--- src/rtl/fetch_sequencer.sv ---
// fetch_sequencer: burst instruction fetch split into a 2-push/1-pop queue feeding decode.
// Define FETCH_STATS_EN to add saturating burst/stall/flush counters.
module fetch_sequencer #(
  parameter int BUS_DATA_WIDTH = 64,
  parameter int ADDR_WIDTH     = 64,
  parameter int BURST_BEATS    = 8,
  parameter int IQ_DEPTH       = 32
)(
  input  logic                      clk,
  input  logic                      reset_n,
  input  logic                      start,
  input  logic [ADDR_WIDTH-1:0]     start_pc,
  input  logic                      redirect_valid,
  input  logic [ADDR_WIDTH-1:0]     redirect_pc,
  output logic                      bus_req_valid,
  output logic [ADDR_WIDTH-1:0]     bus_req_addr,
  input  logic                      bus_req_ready,
  input  logic                      bus_resp_valid,
  input  logic [BUS_DATA_WIDTH-1:0] bus_resp_data,
  input  logic                      bus_resp_last,
  output logic                      ins_valid,
  output logic [31:0]               ins_data,
  output logic [ADDR_WIDTH-1:0]     ins_pc,
  input  logic                      ins_ready,
  output logic                      busy
`ifdef FETCH_STATS_EN
  ,
  output logic [31:0]               stat_bursts,
  output logic [31:0]               stat_stall,
  output logic [31:0]               stat_flush
`endif
);
  localparam int BB = $clog2(BURST_BEATS);
  localparam int OB = BB + 3;
  localparam int PW = $clog2(IQ_DEPTH);
  localparam logic [PW:0] MAXOCC = (PW+1)'(IQ_DEPTH - 2*BURST_BEATS);

  typedef enum logic [1:0] {S_IDLE, S_REQ, S_WAIT, S_DRAIN} state_t;

  state_t                r_state, w_state_n;
  logic [ADDR_WIDTH-1:0] r_fetch_pc, w_pc_n;
  logic [BB-1:0]         r_beat, w_beat_n;
  logic [PW:0]           r_wr, r_rd, w_count, w_npush;
  logic [31:0]           r_q_data [IQ_DEPTH];
  logic [ADDR_WIDTH-1:0] r_q_pc [IQ_DEPTH];
  logic [PW-1:0]         w_idx0, w_idx1;
  logic [ADDR_WIDTH-1:0] w_start_pc, w_redir_pc, w_next_blk, w_lo_pc, w_hi_pc;
  logic                  w_flush, w_beat, w_push_lo, w_push_hi, w_pop, w_acc, w_nonempty;
  logic                  w_unused;

  assign w_unused   = ^{start_pc[1:0], redirect_pc[1:0], r_fetch_pc[1:0]};
  assign w_count    = r_wr - r_rd;
  assign w_nonempty = w_count != '0;
  assign w_flush    = redirect_valid && r_state != S_IDLE;
  assign w_start_pc = {start_pc[ADDR_WIDTH-1:2], 2'b00};
  assign w_redir_pc = {redirect_pc[ADDR_WIDTH-1:2], 2'b00};
  assign w_next_blk = {r_fetch_pc[ADDR_WIDTH-1:OB] + 1'b1, {OB{1'b0}}};
  assign w_lo_pc    = {r_fetch_pc[ADDR_WIDTH-1:OB], r_beat, 3'b000};
  assign w_hi_pc    = {r_fetch_pc[ADDR_WIDTH-1:OB], r_beat, 3'b100};
  // words of the first burst lying below an unaligned entry PC are skipped
  assign w_beat     = bus_resp_valid && r_state == S_WAIT && !w_flush;
  assign w_push_lo  = w_beat && {r_beat, 1'b0} >= r_fetch_pc[OB-1:2];
  assign w_push_hi  = w_beat && {r_beat, 1'b1} >= r_fetch_pc[OB-1:2];
  assign w_npush    = {{(PW-1){1'b0}}, w_push_lo & w_push_hi, w_push_lo ^ w_push_hi};
  assign w_idx0     = r_wr[PW-1:0];
  assign w_idx1     = w_idx0 + 1'b1;

  assign bus_req_valid = r_state == S_REQ && w_count <= MAXOCC && !redirect_valid;
  assign bus_req_addr  = {r_fetch_pc[ADDR_WIDTH-1:OB], {OB{1'b0}}};
  assign w_acc         = bus_req_valid && bus_req_ready;
  assign ins_valid     = w_nonempty && !redirect_valid;
  assign ins_data      = w_nonempty ? r_q_data[r_rd[PW-1:0]] : '0;
  assign ins_pc        = w_nonempty ? r_q_pc[r_rd[PW-1:0]] : '0;
  assign w_pop         = ins_valid && ins_ready;
  assign busy          = r_state != S_IDLE || w_nonempty;

  // DRAIN has no use for fetch_pc, so it holds the pending redirect target
  always_comb begin
    w_state_n = r_state;
    w_pc_n    = r_fetch_pc;
    w_beat_n  = r_beat;
    case (r_state)
      S_IDLE: if (start) begin
        w_state_n = S_REQ;
        w_pc_n    = w_start_pc;
      end
      S_REQ: if (w_flush) w_pc_n = w_redir_pc;
        else if (w_acc) begin
          w_state_n = S_WAIT;
          w_beat_n  = '0;
        end
      S_WAIT: if (w_flush) begin
          w_pc_n    = w_redir_pc;
          w_state_n = (bus_resp_valid && bus_resp_last) ? S_REQ : S_DRAIN;
        end else if (bus_resp_valid) begin
          w_beat_n = r_beat + 1'b1;
          if (bus_resp_last) begin
            w_state_n = S_REQ;
            w_pc_n    = w_next_blk;
          end
        end
      S_DRAIN: begin
        if (w_flush) w_pc_n = w_redir_pc;
        if (bus_resp_valid && bus_resp_last) w_state_n = S_REQ;
      end
      default: w_state_n = S_IDLE;
    endcase
  end

  always_ff @(posedge clk or negedge reset_n) begin
    if (!reset_n) begin
      r_state    <= S_IDLE;
      r_fetch_pc <= '0;
      r_beat     <= '0;
      r_wr       <= '0;
      r_rd       <= '0;
    end else begin
      r_state    <= w_state_n;
      r_fetch_pc <= w_pc_n;
      r_beat     <= w_beat_n;
      r_wr       <= w_flush ? '0 : r_wr + w_npush;
      r_rd       <= w_flush ? '0 : r_rd + {{PW{1'b0}}, w_pop};
    end
  end

  always_ff @(posedge clk) begin
    if (w_push_lo || w_push_hi) begin
      r_q_data[w_idx0] <= w_push_lo ? bus_resp_data[31:0] : bus_resp_data[63:32];
      r_q_pc[w_idx0]   <= w_push_lo ? w_lo_pc : w_hi_pc;
    end
    if (w_push_lo && w_push_hi) begin
      r_q_data[w_idx1] <= bus_resp_data[63:32];
      r_q_pc[w_idx1]   <= w_hi_pc;
    end
  end

`ifdef FETCH_STATS_EN
  logic [31:0] r_stat_bursts, r_stat_stall, r_stat_flush;
  always_ff @(posedge clk or negedge reset_n) begin
    if (!reset_n) begin
      r_stat_bursts <= '0;
      r_stat_stall  <= '0;
      r_stat_flush  <= '0;
    end else begin
      if (w_acc && ~&r_stat_bursts) r_stat_bursts <= r_stat_bursts + 1'b1;
      if (ins_valid && !ins_ready && ~&r_stat_stall) r_stat_stall <= r_stat_stall + 1'b1;
      if (w_flush && ~&r_stat_flush) r_stat_flush <= r_stat_flush + 1'b1;
    end
  end
  assign stat_bursts = r_stat_bursts;
  assign stat_stall  = r_stat_stall;
  assign stat_flush  = r_stat_flush;
`endif
endmodule

--- config.mk ---
export PLATFORM = sky130hd
export DESIGN_NAME = fetch_sequencer
export DESIGN_NICKNAME = d
export VERILOG_FILES = /design/src/rtl/fetch_sequencer.sv
export SDC_FILE = /design/constraint.sdc
export NUM_CORES = 2
export LEC_CHECK = 0
export CAP_MARGIN = 20
export CORE_AREA = 2 2 560 562
export CTS_CLUSTER_SIZE = 16
export DETAILED_ROUTE_END_ITERATION = 7
export DIE_AREA = 0 0 562 564
export GPL_TIMING_DRIVEN = 0
export PLACE_DENSITY = 0.66
export SYNTH_ARGS = -nofsm -noshare
export SYNTH_HDL_FRONTEND = slang
export SYNTH_SLANG_ARGS = --single-unit
--- constraint.sdc ---
create_clock -name clk -period 11.47 [get_ports clk]
set_clock_uncertainty 0.1 [all_clocks]
set_input_delay 1.147 -clock clk [delete_from_list [all_inputs] [get_ports clk]]
set_output_delay 1.147 -clock clk [all_outputs]
set_load 0.05 [all_outputs]
==> impl_summary.log <==
[metrics] count of final hold-check violations: 0
[metrics] detailed-route wire length per cell: about 35 µm
[metrics] kind of start point of the critical path: flip-flop
[metrics] aggregate global-route resource usage: 33.6%
[metrics] share of Yosys cell area claimed by the top area cell type: between 60% and 70%
[metrics] Post-Layout Inst Area: ~170,000 µm²
[metrics] final count of negative-setup-slack endpoints: 0
[metrics] Synth Warn #: 0
[metrics] Initial Utilization: 46.8%
[metrics] post-synthesis instance area: around 150,000 µm²
[metrics] area of the multi-input gates: a little under 50,000 µm²
[metrics] Area contributors post-synth: sky130_fd_sc_hd__edfxtp_1 61%, sky130_fd_sc_hd__mux4_2 15%, sky130_fd_sc_hd__and2_1 7.6%, sky130_fd_sc_hd__a21oi_1 4.2%, sky130_fd_sc_hd__clkbuf_1 2.5%
[metrics] number of hold buffers added after cts: 1
[metrics] DRC violation total after the first TritonRoute iteration: 17,101
[metrics] Root Buffer: sky130_fd_sc_hd__clkbuf_16
[metrics] number of global-route vias before repair: roughly 98,000
[metrics] clock tree sinks: roughly 3,100
[metrics] post-route fraction of the period consumed by the critical path: between 80% and 90%
[metrics] Total Routed Length: 542,000 µm
[metrics] Peak VDD IR: between 0.1 and 0.15 mV
[metrics] Pwr Total: roughly 34 mW
[metrics] grt total ovfl: 0
[metrics] Cells after Synth: between 10,000 and 15,000
[metrics] flip-flop and latch count after synthesis: roughly 3,000
[metrics] most used standard cell by instance count after synthesis: sky130_fd_sc_hd__edfxtp_1
[metrics] min cycle time layout: around 9700 ps
[metrics] Avg Inst Size Synth: 14.2 µm²
[metrics] sequential fraction of the synthesis area: between 60 and 70%
[metrics] Die Wd: roughly 560 µm
[metrics] number of pins with negative max-slew slack in the final report: 0
[metrics] number of distinct library cells after synthesis: 78
[metrics] Hold/Removal Path Class: flip-flop to flip-flop
[metrics] estimated wirelength of the detail-placed design: between 300,000 and 400,000 µm
[metrics] number of placement rows: 205
[metrics] cell area after placement: 157,000 µm²
[metrics] setup repair after global routing missed its margin: false
[metrics] iteration count of the initial detailed-routing pass: 8
[metrics] Worst path most repeated cell: sky130_fd_sc_hd__clkbuf_1
[metrics] final net count: roughly 11,000
[metrics] Setup Fix Bufs, Post-CTS: 0
[metrics] share of flip-flops with an asynchronous set or reset: under 10%
[metrics] final worst-path setup slack: approximately 1700 ps
[metrics] Clk Latency, worst-skew pair: about 940 ps
[metrics] H-tree levels: 5
[metrics] clock transition at the registers of the reported paths: around 60 ps
[metrics] area of the placeable core: just over 300,000 µm²
[metrics] area growth from synthesis to layout: 15.6%
[metrics] Routability Congestion: a little under 1
[metrics] largest stage delay on the critical path: 1000 ps
[metrics] global-route wire length before repair: 743,000 µm
[metrics] type of the worst setup path: flip-flop to output port
[metrics] largest net degree at the start of global routing: 57
[metrics] arrival time of data at the critical path endpoint: ~8500 ps
[metrics] Vias: between 100k and 150k
[metrics] Req. time, crit path: 10,220 ps
[metrics] biggest area consumer among synthesized cells: sky130_fd_sc_hd__edfxtp_1
[metrics] layout cells sized above 1: roughly 17%
[metrics] Fillers: ~25,000
[metrics] status: finished, violations left
[metrics] ordered cell list for the critical path: clkbuf_1, clkbuf_2, clkbuf_1, inv_1, ha_1, nor2b_1, o211ai_1, nand2_1, a31oi_1, nor2_2, buf_8, clkbuf_2, clkbuf_1, a21oi_1, clkdlybuf4s50_1
[metrics] maximum root-to-sink buffer count: 4
[metrics] maximum clock rate: approximately 100 MHz
[metrics] Seq. cell area: slightly above 90,000 µm²
[metrics] die span in y: between 500 and 600 µm
[metrics] violations in the final reports: DRC
[metrics] CTS tree: built
[metrics] total of cells resized after clock tree synthesis: 0
[metrics] Remaining DRCs: 60
[metrics] actual transition at the worst max-transition pin: about 1400 ps
[metrics] Placement Setup Slack: about 3100 ps
[metrics] Commonest cells post-synth: 2,976 x sky130_fd_sc_hd__edfxtp_1, 1,765 x sky130_fd_sc_hd__and2_1, 1,234 x sky130_fd_sc_hd__a21oi_1
[metrics] leakage dissipation: approximately 55 nW
[metrics] biggest fanout along the worst timing path: 12
[metrics] Cell Pwr Density: about 200 nW/µm²
[metrics] dominant synthesized flop cell: sky130_fd_sc_hd__edfxtp_1
[metrics] endpoint class of the critical path: output port
[metrics] I/O pin count: 363
[metrics] Max Cap Violations: 0
[metrics] count of antenna-violating nets left after detailed routing: 0
[metrics] area of the die: 317,000 µm²
[metrics] CP max-delay cell: sky130_fd_sc_hd__clkdlybuf4s50_1
[metrics] tightest slew margin relative to the limit: 3.43%
[metrics] number of enable flip-flop cells after synthesis: approximately 3,000
[metrics] number of buffers created by CTS: 330
[metrics] initial antenna violation count: 54
[metrics] Port Buffer Count: about 320
[metrics] DR vias/cell: roughly 6.5
routing by layer:
metal	GRT usage, %	up-vias	wire length [µm]
met3	11.3	1637	75300
met5	0.565	-	607
met1	42.5	50816	188000
met4	19.9	38	37200
met2	50.4	8151	241000
li1	-	39674	-
power breakdown:
group          total [mW]  internal, mW  leakage, nW  switching, mW
registers            12.7          12.4         27.9          0.268
clock network        10.6          5.84         5.08           4.72
logic                10.4          3.58         22.1           6.87
total                33.7          21.8         55.0           11.9
sequential cells by signal, indices dropped and copies added (netlist names):
name and flops:
r_fetch_pc 62, r_rd 6, r_wr 6, r_q_pc 1984, r_beat 3, r_q_data 1024
r_state 2
layout make-up:
type | count | share of cell area [%]
inverters | 23 | 0.0513
clock buffers | 402 | 5.07
multi-input cells | 5948 | 28.9
diodes | 81 | 0.121
plain buffers | 1180 | 2.93
repair buffers | 492 | 4.03
flip-flops and latches | 3087 | 54.7
clock inverters | 193 | 1.10
well taps | 4140 | 3.08
final timing paths:
path / from / endpoint / slack, ps / depth (start not counted)
min in group asynchronous: reset_n / r_fetch_pc[13] / 580 / 2
max in group asynchronous: reset_n / r_rd[5] / 10000 / 3
max: r_rd[1] / ins_pc[52] / 1740 / 15
min: r_q_pc[25][2] / r_q_pc[25][2] / 390 / 2
max reg2reg: r_state[0] / r_q_pc[1][37] / 4640 / 17
min reg2reg: r_q_pc[25][2] / r_q_pc[25][2] / 390 / 2
cell usage in the layout (no fill, tap or decap), types with 16 or more instances in the layout:
master	Yosys	final
sky130_fd_sc_hd__buf_8	0	72
sky130_fd_sc_hd__and2_1	1765	1765
sky130_fd_sc_hd__mux4_2	940	940
sky130_fd_sc_hd__clkinv_1	4	64
sky130_fd_sc_hd__mux2i_1	35	35
sky130_fd_sc_hd__clkinv_2	0	72
sky130_fd_sc_hd__inv_1	16	16
sky130_fd_sc_hd__buf_4	71	77
sky130_fd_sc_hd__ha_1	22	22
sky130_fd_sc_hd__clkbuf_16	0	330
sky130_fd_sc_hd__dfrtp_1	79	79
sky130_fd_sc_hd__bufinv_16	0	22
sky130_fd_sc_hd__mux2_2	129	129
sky130_fd_sc_hd__nor3_1	22	22
sky130_fd_sc_hd__nand2b_1	17	17
sky130_fd_sc_hd__o211ai_1	41	41
sky130_fd_sc_hd__clkbuf_1	973	992
sky130_fd_sc_hd__clkbuf_4	0	32
sky130_fd_sc_hd__buf_1	114	86
sky130_fd_sc_hd__buf_2	14	42
sky130_fd_sc_hd__a21oi_1	1234	1234
sky130_fd_sc_hd__clkdlybuf4s50_1	0	316
sky130_fd_sc_hd__nand3_1	45	45
sky130_fd_sc_hd__edfxtp_1	2976	2976
sky130_fd_sc_hd__o21ai_0	82	82
sky130_fd_sc_hd__and3_1	20	20
sky130_fd_sc_hd__clkbuf_2	4	25
sky130_fd_sc_hd__xnor2_1	21	21
sky130_fd_sc_hd__nor2_1	972	971
sky130_fd_sc_hd__diode_2	0	81
sky130_fd_sc_hd__nand2_1	423	423
sky130_fd_sc_hd__dfxtp_1	32	32
sky130_fd_sc_hd__buf_16	0	81
stage by stage:
stage | hold slack (ps) | utilization (%) | instances | setup TNS, ps
floorplan | 338 | - | 10238 | 0
global placement | 352 | 49.5 | 14695 | -1184840
detailed placement | 376 | 50.5 | 14837 | 0
CTS | 390 | 53.9 | 15433 | 0
global route | 419 | 54.1 | 15505 | 0
finish | 394 | 54.1 | 15546 | 0
critical path, delay by kind of cell, from the launching register on:
family / cells / cell delay (ps)
flops: 1 / 480
simple gates: 3 / 380
fa+ha+maj: 1 / 330
compound gates: 3 / 1410
buf+inv: 8 / 4830
cell families (layout without fill, tap and decap cells):
logic type	after synthesis	in the layout	share of synthesized area, %
mux	1104	1104	15.8
buf+inv	1203	2290	3.32
compound gates	1459	1459	5.33
simple gates	3322	3322	11.9
other cells	1	89	0.00258
flops	3087	3087	63.3
fa+ha+maj	23	23	0.203
xor+xnor	32	32	0.193
No activity file was read; power rests on OpenSTA's default activity.
